[src/rtl/alu_issue_if.sv]
// Operand/function bundle between fetch, register file, the issue stage and the ALU.
// The issue stage uses the slave modport; its environment uses master.
interface alu_issue_if;
  logic        in_valid;
  logic        in_ready;
  logic [31:0] in_instruction;
  logic [31:0] in_pc;
  logic [4:0]  rs1_addr;
  logic [4:0]  rs2_addr;
  logic [31:0] rs1_data;
  logic [31:0] rs2_data;
  logic        flush;
  logic        out_valid;
  logic        out_ready;
  logic [31:0] input_a;
  logic [31:0] input_b;
  logic [2:0]  function_select;
  logic        function_modifier;
  logic [4:0]  rd;
  logic        rd_write;
  logic        illegal;

  modport master (
    output in_valid, in_instruction, in_pc, rs1_data, rs2_data, flush, out_ready,
    input  in_ready, rs1_addr, rs2_addr, out_valid, input_a, input_b,
           function_select, function_modifier, rd, rd_write, illegal
  );

  modport slave (
    input  in_valid, in_instruction, in_pc, rs1_data, rs2_data, flush, out_ready,
    output in_ready, rs1_addr, rs2_addr, out_valid, input_a, input_b,
           function_select, function_modifier, rd, rd_write, illegal
  );
endinterface

[src/rtl/alu_issue.sv]
// RV32I decode/issue stage: selects and sign-extends ALU operands and registers
// them behind a single valid/ready pipeline slot.
module alu_issue (
  input  logic      clk,
  input  logic      reset,
  alu_issue_if.slave bus
);
  localparam logic [2:0] ALU_ADD_SUB = 3'd0;

  localparam logic [6:0] OPC_OP     = 7'b0110011;
  localparam logic [6:0] OPC_OP_IMM = 7'b0010011;
  localparam logic [6:0] OPC_LUI    = 7'b0110111;
  localparam logic [6:0] OPC_AUIPC  = 7'b0010111;
  localparam logic [6:0] OPC_JAL    = 7'b1101111;
  localparam logic [6:0] OPC_JALR   = 7'b1100111;

  localparam logic [6:0] F7_BASE = 7'b0000000;
  localparam logic [6:0] F7_ALT  = 7'b0100000;

  logic [31:0] instr;
  logic [6:0]  opcode;
  logic [2:0]  f3;
  logic [6:0]  f7;
  logic [31:0] imm_i;
  logic [31:0] imm_u;

  assign instr  = bus.in_instruction;
  assign opcode = instr[6:0];
  assign f3     = instr[14:12];
  assign f7     = instr[31:25];
  assign imm_i  = {{20{instr[31]}}, instr[31:20]};
  assign imm_u  = {instr[31:12], 12'b0};

  assign bus.rs1_addr = instr[19:15];
  assign bus.rs2_addr = instr[24:20];

  logic        dec_legal;
  logic [31:0] dec_a;
  logic [31:0] dec_b;
  logic [2:0]  dec_sel;
  logic        dec_mod;

  always_comb begin
    dec_legal = 1'b0;
    dec_a     = '0;
    dec_b     = '0;
    dec_sel   = ALU_ADD_SUB;
    dec_mod   = 1'b0;
    case (opcode)
      OPC_OP: begin
        dec_a   = bus.rs1_data;
        dec_b   = bus.rs2_data;
        dec_sel = f3;
        if (f7 == F7_BASE) begin
          dec_legal = 1'b1;
        end else if (f7 == F7_ALT && (f3 == 3'b000 || f3 == 3'b101)) begin
          dec_legal = 1'b1;
          dec_mod   = 1'b1;
        end
      end
      OPC_OP_IMM: begin
        dec_a   = bus.rs1_data;
        dec_b   = imm_i;
        dec_sel = f3;
        case (f3)
          3'b001: dec_legal = (f7 == F7_BASE);
          3'b101: begin
            dec_legal = (f7 == F7_BASE) || (f7 == F7_ALT);
            dec_mod   = instr[30];
          end
          default: dec_legal = 1'b1;
        endcase
      end
      OPC_LUI: begin
        dec_legal = 1'b1;
        dec_b     = imm_u;
      end
      OPC_AUIPC: begin
        dec_legal = 1'b1;
        dec_a     = bus.in_pc;
        dec_b     = imm_u;
      end
      OPC_JAL: begin
        dec_legal = 1'b1;
        dec_a     = bus.in_pc;
        dec_b     = 32'd4;
      end
      OPC_JALR: begin
        dec_legal = (f3 == 3'b000);
        dec_a     = bus.in_pc;
        dec_b     = 32'd4;
      end
      default: dec_legal = 1'b0;
    endcase
    // Illegal encodings present a fully zeroed operation to the ALU.
    if (!dec_legal) begin
      dec_a   = '0;
      dec_b   = '0;
      dec_sel = ALU_ADD_SUB;
      dec_mod = 1'b0;
    end
  end

  logic        out_valid_q, out_valid_d;
  logic [31:0] input_a_q, input_a_d;
  logic [31:0] input_b_q, input_b_d;
  logic [2:0]  sel_q, sel_d;
  logic        mod_q, mod_d;
  logic [4:0]  rd_q, rd_d;
  logic        rd_write_q, rd_write_d;
  logic        illegal_q, illegal_d;
  logic        accept;

  assign bus.in_ready = !reset && (!out_valid_q || bus.out_ready);
  assign accept       = bus.in_valid && bus.in_ready && !bus.flush;

  always_comb begin
    out_valid_d = out_valid_q;
    input_a_d   = input_a_q;
    input_b_d   = input_b_q;
    sel_d       = sel_q;
    mod_d       = mod_q;
    rd_d        = rd_q;
    rd_write_d  = rd_write_q;
    illegal_d   = illegal_q;
    if (bus.flush) begin
      out_valid_d = 1'b0;
    end else if (accept) begin
      out_valid_d = 1'b1;
      input_a_d   = dec_a;
      input_b_d   = dec_b;
      sel_d       = dec_sel;
      mod_d       = dec_mod;
      rd_d        = dec_legal ? instr[11:7] : 5'd0;
      rd_write_d  = dec_legal && (instr[11:7] != 5'd0);
      illegal_d   = !dec_legal;
    end else if (bus.out_ready) begin
      out_valid_d = 1'b0;
    end
  end

  always_ff @(posedge clk) begin
    if (reset) begin
      out_valid_q <= 1'b0;
      input_a_q   <= '0;
      input_b_q   <= '0;
      sel_q       <= '0;
      mod_q       <= 1'b0;
      rd_q        <= '0;
      rd_write_q  <= 1'b0;
      illegal_q   <= 1'b0;
    end else begin
      out_valid_q <= out_valid_d;
      input_a_q   <= input_a_d;
      input_b_q   <= input_b_d;
      sel_q       <= sel_d;
      mod_q       <= mod_d;
      rd_q        <= rd_d;
      rd_write_q  <= rd_write_d;
      illegal_q   <= illegal_d;
    end
  end

  assign bus.out_valid         = out_valid_q;
  assign bus.input_a           = input_a_q;
  assign bus.input_b           = input_b_q;
  assign bus.function_select   = sel_q;
  assign bus.function_modifier = mod_q;
  assign bus.rd                = rd_q;
  assign bus.rd_write          = rd_write_q;
  assign bus.illegal           = illegal_q;
endmodule

[src/flat_wrapper.sv]
// flat-port wrapper written by rule: the top's interface ports become plain ports
module alu_issue_flat 
  (clk, reset, bus_in_valid, bus_in_instruction, bus_in_pc, bus_rs1_data, bus_rs2_data, bus_flush, bus_out_ready, bus_in_ready, bus_rs1_addr, bus_rs2_addr, bus_out_valid, bus_input_a, bus_input_b, bus_function_select, bus_function_modifier, bus_rd, bus_rd_write, bus_illegal);
  alu_issue_if bus_i ();
  input  logic clk;
  input  logic reset;
  input wire logic [$bits(bus_i.in_valid)-1:0] bus_in_valid;
  input wire logic [$bits(bus_i.in_instruction)-1:0] bus_in_instruction;
  input wire logic [$bits(bus_i.in_pc)-1:0] bus_in_pc;
  input wire logic [$bits(bus_i.rs1_data)-1:0] bus_rs1_data;
  input wire logic [$bits(bus_i.rs2_data)-1:0] bus_rs2_data;
  input wire logic [$bits(bus_i.flush)-1:0] bus_flush;
  input wire logic [$bits(bus_i.out_ready)-1:0] bus_out_ready;
  output wire logic [$bits(bus_i.in_ready)-1:0] bus_in_ready;
  output wire logic [$bits(bus_i.rs1_addr)-1:0] bus_rs1_addr;
  output wire logic [$bits(bus_i.rs2_addr)-1:0] bus_rs2_addr;
  output wire logic [$bits(bus_i.out_valid)-1:0] bus_out_valid;
  output wire logic [$bits(bus_i.input_a)-1:0] bus_input_a;
  output wire logic [$bits(bus_i.input_b)-1:0] bus_input_b;
  output wire logic [$bits(bus_i.function_select)-1:0] bus_function_select;
  output wire logic [$bits(bus_i.function_modifier)-1:0] bus_function_modifier;
  output wire logic [$bits(bus_i.rd)-1:0] bus_rd;
  output wire logic [$bits(bus_i.rd_write)-1:0] bus_rd_write;
  output wire logic [$bits(bus_i.illegal)-1:0] bus_illegal;
  assign bus_i.in_valid = bus_in_valid;
  assign bus_i.in_instruction = bus_in_instruction;
  assign bus_i.in_pc = bus_in_pc;
  assign bus_i.rs1_data = bus_rs1_data;
  assign bus_i.rs2_data = bus_rs2_data;
  assign bus_i.flush = bus_flush;
  assign bus_i.out_ready = bus_out_ready;
  assign bus_in_ready = bus_i.in_ready;
  assign bus_rs1_addr = bus_i.rs1_addr;
  assign bus_rs2_addr = bus_i.rs2_addr;
  assign bus_out_valid = bus_i.out_valid;
  assign bus_input_a = bus_i.input_a;
  assign bus_input_b = bus_i.input_b;
  assign bus_function_select = bus_i.function_select;
  assign bus_function_modifier = bus_i.function_modifier;
  assign bus_rd = bus_i.rd;
  assign bus_rd_write = bus_i.rd_write;
  assign bus_illegal = bus_i.illegal;
  alu_issue u_core (.clk(clk), .reset(reset), .bus(bus_i));
endmodule
[config.mk]
export PLATFORM = sky130hd
export DESIGN_NAME = alu_issue_flat
export DESIGN_NICKNAME = d
export VERILOG_FILES = /design/src/rtl/alu_issue_if.sv /design/src/rtl/alu_issue.sv /design/src/flat_wrapper.sv
export SDC_FILE = /design/constraint.sdc
export NUM_CORES = 1
export LEC_CHECK = 0
export BUFFER_PORTS_ARGS = -buffer_cell sky130_fd_sc_hd__buf_2
export CAP_MARGIN = 20
export CELL_PAD_IN_SITES_DETAIL_PLACEMENT = 2
export CELL_PAD_IN_SITES_GLOBAL_PLACEMENT = 2
export CORE_AREA = 2 2 116 129
export CTS_CLUSTER_DIAMETER = 60
export DETAILED_ROUTE_END_ITERATION = 6
export DIE_AREA = 0 0 118 131
export PLACE_DENSITY_LB_ADDON = 0.12
export SLEW_MARGIN = 20
export SYNTH_ARGS = -nofsm -noshare
export SYNTH_HDL_FRONTEND = slang
export SYNTH_SLANG_ARGS = --single-unit
[constraint.sdc]
create_clock -name clk -period 3.5 [get_ports clk]
set_clock_uncertainty 0.2 [all_clocks]
set_input_delay 0 -clock clk [delete_from_list [all_inputs] [get_ports clk]]
set_output_delay 0 -clock clk [all_outputs]
set_load 0.005 [all_outputs]
==> insert_results.sql <==
INSERT INTO impl_metrics (metric_group, metric, value, unit) VALUES
('sta', 'max-slew-margin-rel', '58.1', '%'),
('worst_setup_path', 'critPathKind', 'input pin to register', ''),
('worst_setup_path', 'critPathCaptureType', 'register', ''),
('route', 'detail_route.drc_violations', '0', ''),
('clock_network', 'tritoncts_num_sinks', '76', ''),
('clock_network', 'clk_root_buffer_cell', 'clkbuf_16', ''),
('global_route', 'grt_pass1_wl', '26.9', 'mm'),
('logic_synthesis', 'synth_area_in_compound_gates', '23.4', '%'),
('logic_synthesis', 'synth-edff-count', '0', ''),
('route', 'drtIter0Drc', '92', ''),
('global_route', 'global_route.usage.met2', '43.2', '%'),
('logic_synthesis', 'synth_top_cells_by_area', 'dfxtp_1 44%, a22oi_1 8.6%, nor3_2 6.6%', ''),
('sta', 'fin_ws', '0.382', 'ns'),
('logic_synthesis', 'synth.mux.area_fraction', '3.52', '%'),
('placement', 'routabilityCongestion', '0.737', ''),
('die', 'initial_core_util', '24.5', '%'),
('global_route', 'grt_antenna_before_repair', '1', ''),
('clock_network', 'post_cts_buffers', '0', ''),
('logic_synthesis', 'share_of_flip_flops_with_an_asynchronous_set_or_reset_after_synthesis', '0', '%'),
('worst_setup_path', 'critPathCapture', 'u_core.bus.input_a[5]', ''),
('sta', 'rsz0062_at_grt', 'false', ''),
('min_path', 'hold_crit_class', 'input pin to primary output', ''),
('die', 'coreArea', '14200', 'µm²'),
('layout', 'most_frequent_cells_in_the_layout', '219 x buf_2, 141 x dlygate4sd3_1, 76 x dfxtp_1, 43 x nand2_1, 41 x nor2_1', ''),
('route', 'drt-vias-per-instance', '4.79', ''),
('layout', 'final_core_util', '45.1', '%'),
('sta', 'timing_max_transition_violations_final', '0', ''),
('sta', 'timing.final.crit_period', '3.12', 'ns'),
('layout', 'post_layout_nonfiller_instances', '915', ''),
('worst_setup_path', 'timing.rr.end', 'u_core.bus.input_a[5]', ''),
('die', 'ios', '220', ''),
('route', 'detail_route.wl_per_cell', '19.0', 'µm'),
('placement', 'preCtsSetupSlack', '1.08', 'ns'),
('sta', 'setup-violations-final', '0', ''),
('global_route', 'via_count_of_the_first_global_routing_pass', '5014', ''),
('outcome', 'outcome', 'finished clean', ''),
('global_route', 'grt_util_all_layers', '22.3', '%'),
('logic_synthesis', 'yosysWarningCount', '0', ''),
('run', 'max_cap_violations', '0', ''),
('sta', 'max_clock_freq', '321', 'MHz'),
('route', 'vias_after_detailed_routing', '4382', ''),
('sta', 'worstMarginPinSlew', '0.628', 'ns'),
('worst_setup_path', 'timing.critical_path.fanout_max', '47', ''),
('worst_setup_path', 'worst_case_register_to_register_setup_slack', '0.47', 'ns'),
('worst_setup_path', 'critical_path_arrival', '3.13', 'ns'),
('placement', 'io_buffers', '219', ''),
('placement', 'place_inst', '757', ''),
('global_route', 'grt_use_met1', '24.1', '%'),
('worst_setup_path', 'setup.worst_path.start_class', 'input pin', ''),
('clock_network', 'cts_tree', 'done', ''),
('logic_synthesis', 'synth-seq-cells', '76', ''),
('route', 'totalWireLength', '17.4', 'mm'),
('global_route', 'overflow', '0', ''),
('sta', 'worst_hold_slack', '0.00832', 'ns'),
('logic_synthesis', 'synth_cell_type_count', '42', ''),
('logic_synthesis', 'yosys.area_share.adder', '0', '%'),
('logic_synthesis', 'synth_top_family_by_area', 'compound AO/OA/AOI/OAI gates', ''),
('sta', 'period_share', '89.1', '%'),
('logic_synthesis', 'synth_fp_nets', '511', ''),
('logic_synthesis', 'avgSynthCellArea', '9.22', 'µm²'),
('global_route', 'gr-usage-met3', '5.16', '%'),
('power_and_ir_drop', 'vdd_drop_max', '0.000187', 'V'),
('clock_network', 'htreeDepth', '3', ''),
('die', 'floorplan.die_area', '15500', 'µm²'),
('clock_network', 'numCtsBuffers', '9', ''),
('sta', 'finalHoldViolCount', '0', ''),
('layout', 'final_layout_size_suffix_gt1_share', '39.8', '%'),
('global_route', 'grt_start_max_net_pins', '51', ''),
('layout', 'leading_cell_type_in_the_layout_fill_and_taps_excluded', 'buf_2', ''),
('power_and_ir_drop', 'power_per_cell_area', '355', 'nW/µm²'),
('logic_synthesis', 'synthXorXnorAreaFrac', '0.251', '%');
[critical path, stage by stage]
cell and delay (ns):
dlygate4sd3_1 0.56, buf_2 0.19, nand2b_1 0.17, a311oi_2 0.36, nor3_4 0.09, o41ai_4 0.41
buf_4 0.57, a21oi_1 0.12, dlygate4sd3_1 0.62
[registers in the layout, indices dropped and copies added, names as in the netlist]
register and flops:
u_core.bus.rd_write 1, u_core.bus.input_b 32, u_core.bus.rd 5, u_core.bus.out_valid 1, u_core.bus.illegal 1, u_core.bus.function_select 3
u_core.bus.input_a 32, u_core.bus.function_modifier 1
[cells by family (layout without fill, tap and decap cells)]
kind of cell    after synthesis  after routing
simple gates                132            132
compound gates              114            114
flops                        76             76
buf+inv                      44            388
mux                          11             11
xor+xnor                      1              1
other cells                   0              1
[cells in the mapped netlist, types with 2 or more instances]
master and number:
clkbuf_1 19, nand3_1 2, mux2_2 10, inv_1 3
nand2_1 43, a221oi_1 22, and2_1 2, dfxtp_1 76
buf_2 4, a32o_1 3, buf_4 10, nor2_1 41
nor3_2 23, a22oi_1 40, o21ai_0 4, nor4b_1 2
a21oi_1 38, nor3_1 3, buf_6 8, and3_1 3
[how the worst min path moves through the flow]
stage / start / endpoint / cells past startpoint
2_1_floorplan: reset / bus_in_ready / 1
3_3_place_gp: bus_in_instruction[17] / bus_rs1_addr[2] / 2
3_5_place_dp: bus_in_instruction[19] / bus_rs1_addr[4] / 2
4_1_cts: bus_in_instruction[20] / bus_rs2_addr[0] / 2
5_1_grt: bus_in_instruction[22] / bus_rs2_addr[2] / 2
6_report: bus_in_instruction[22] / bus_rs2_addr[2] / 2
[through the flow]
step                      cell area (µm²)  total power, µW
after global placement               4660             1140
final                                6410             2270
after detailed placement             4660             1150
after CTS                            6400             2290
after floorplan                      3480             1020
after global routing                 6410             2370
[metal layers]
layer	up-vias	wire length, µm
li1	2057	-
met1	2156	6900
met2	147	9320
met3	22	851
met4	0	332
met5	-	0
[power by group]
group | internal [µW] | switching, µW
logic | 190 | 158
registers | 882 | 8.76
clock network | 647 | 388
[cell type report]
type                    instances  area (µm²)
diodes                          1        2.50
clock buffers                  11         243
clock inverters                 5        85.1
fillers                      1594        7810
inverters                       3        11.3
multi-input cells             258        1720
flip-flops and latches         76        1520
well taps                     192         240
repair buffers                369        2590
(Power assumes the default switching activity.)
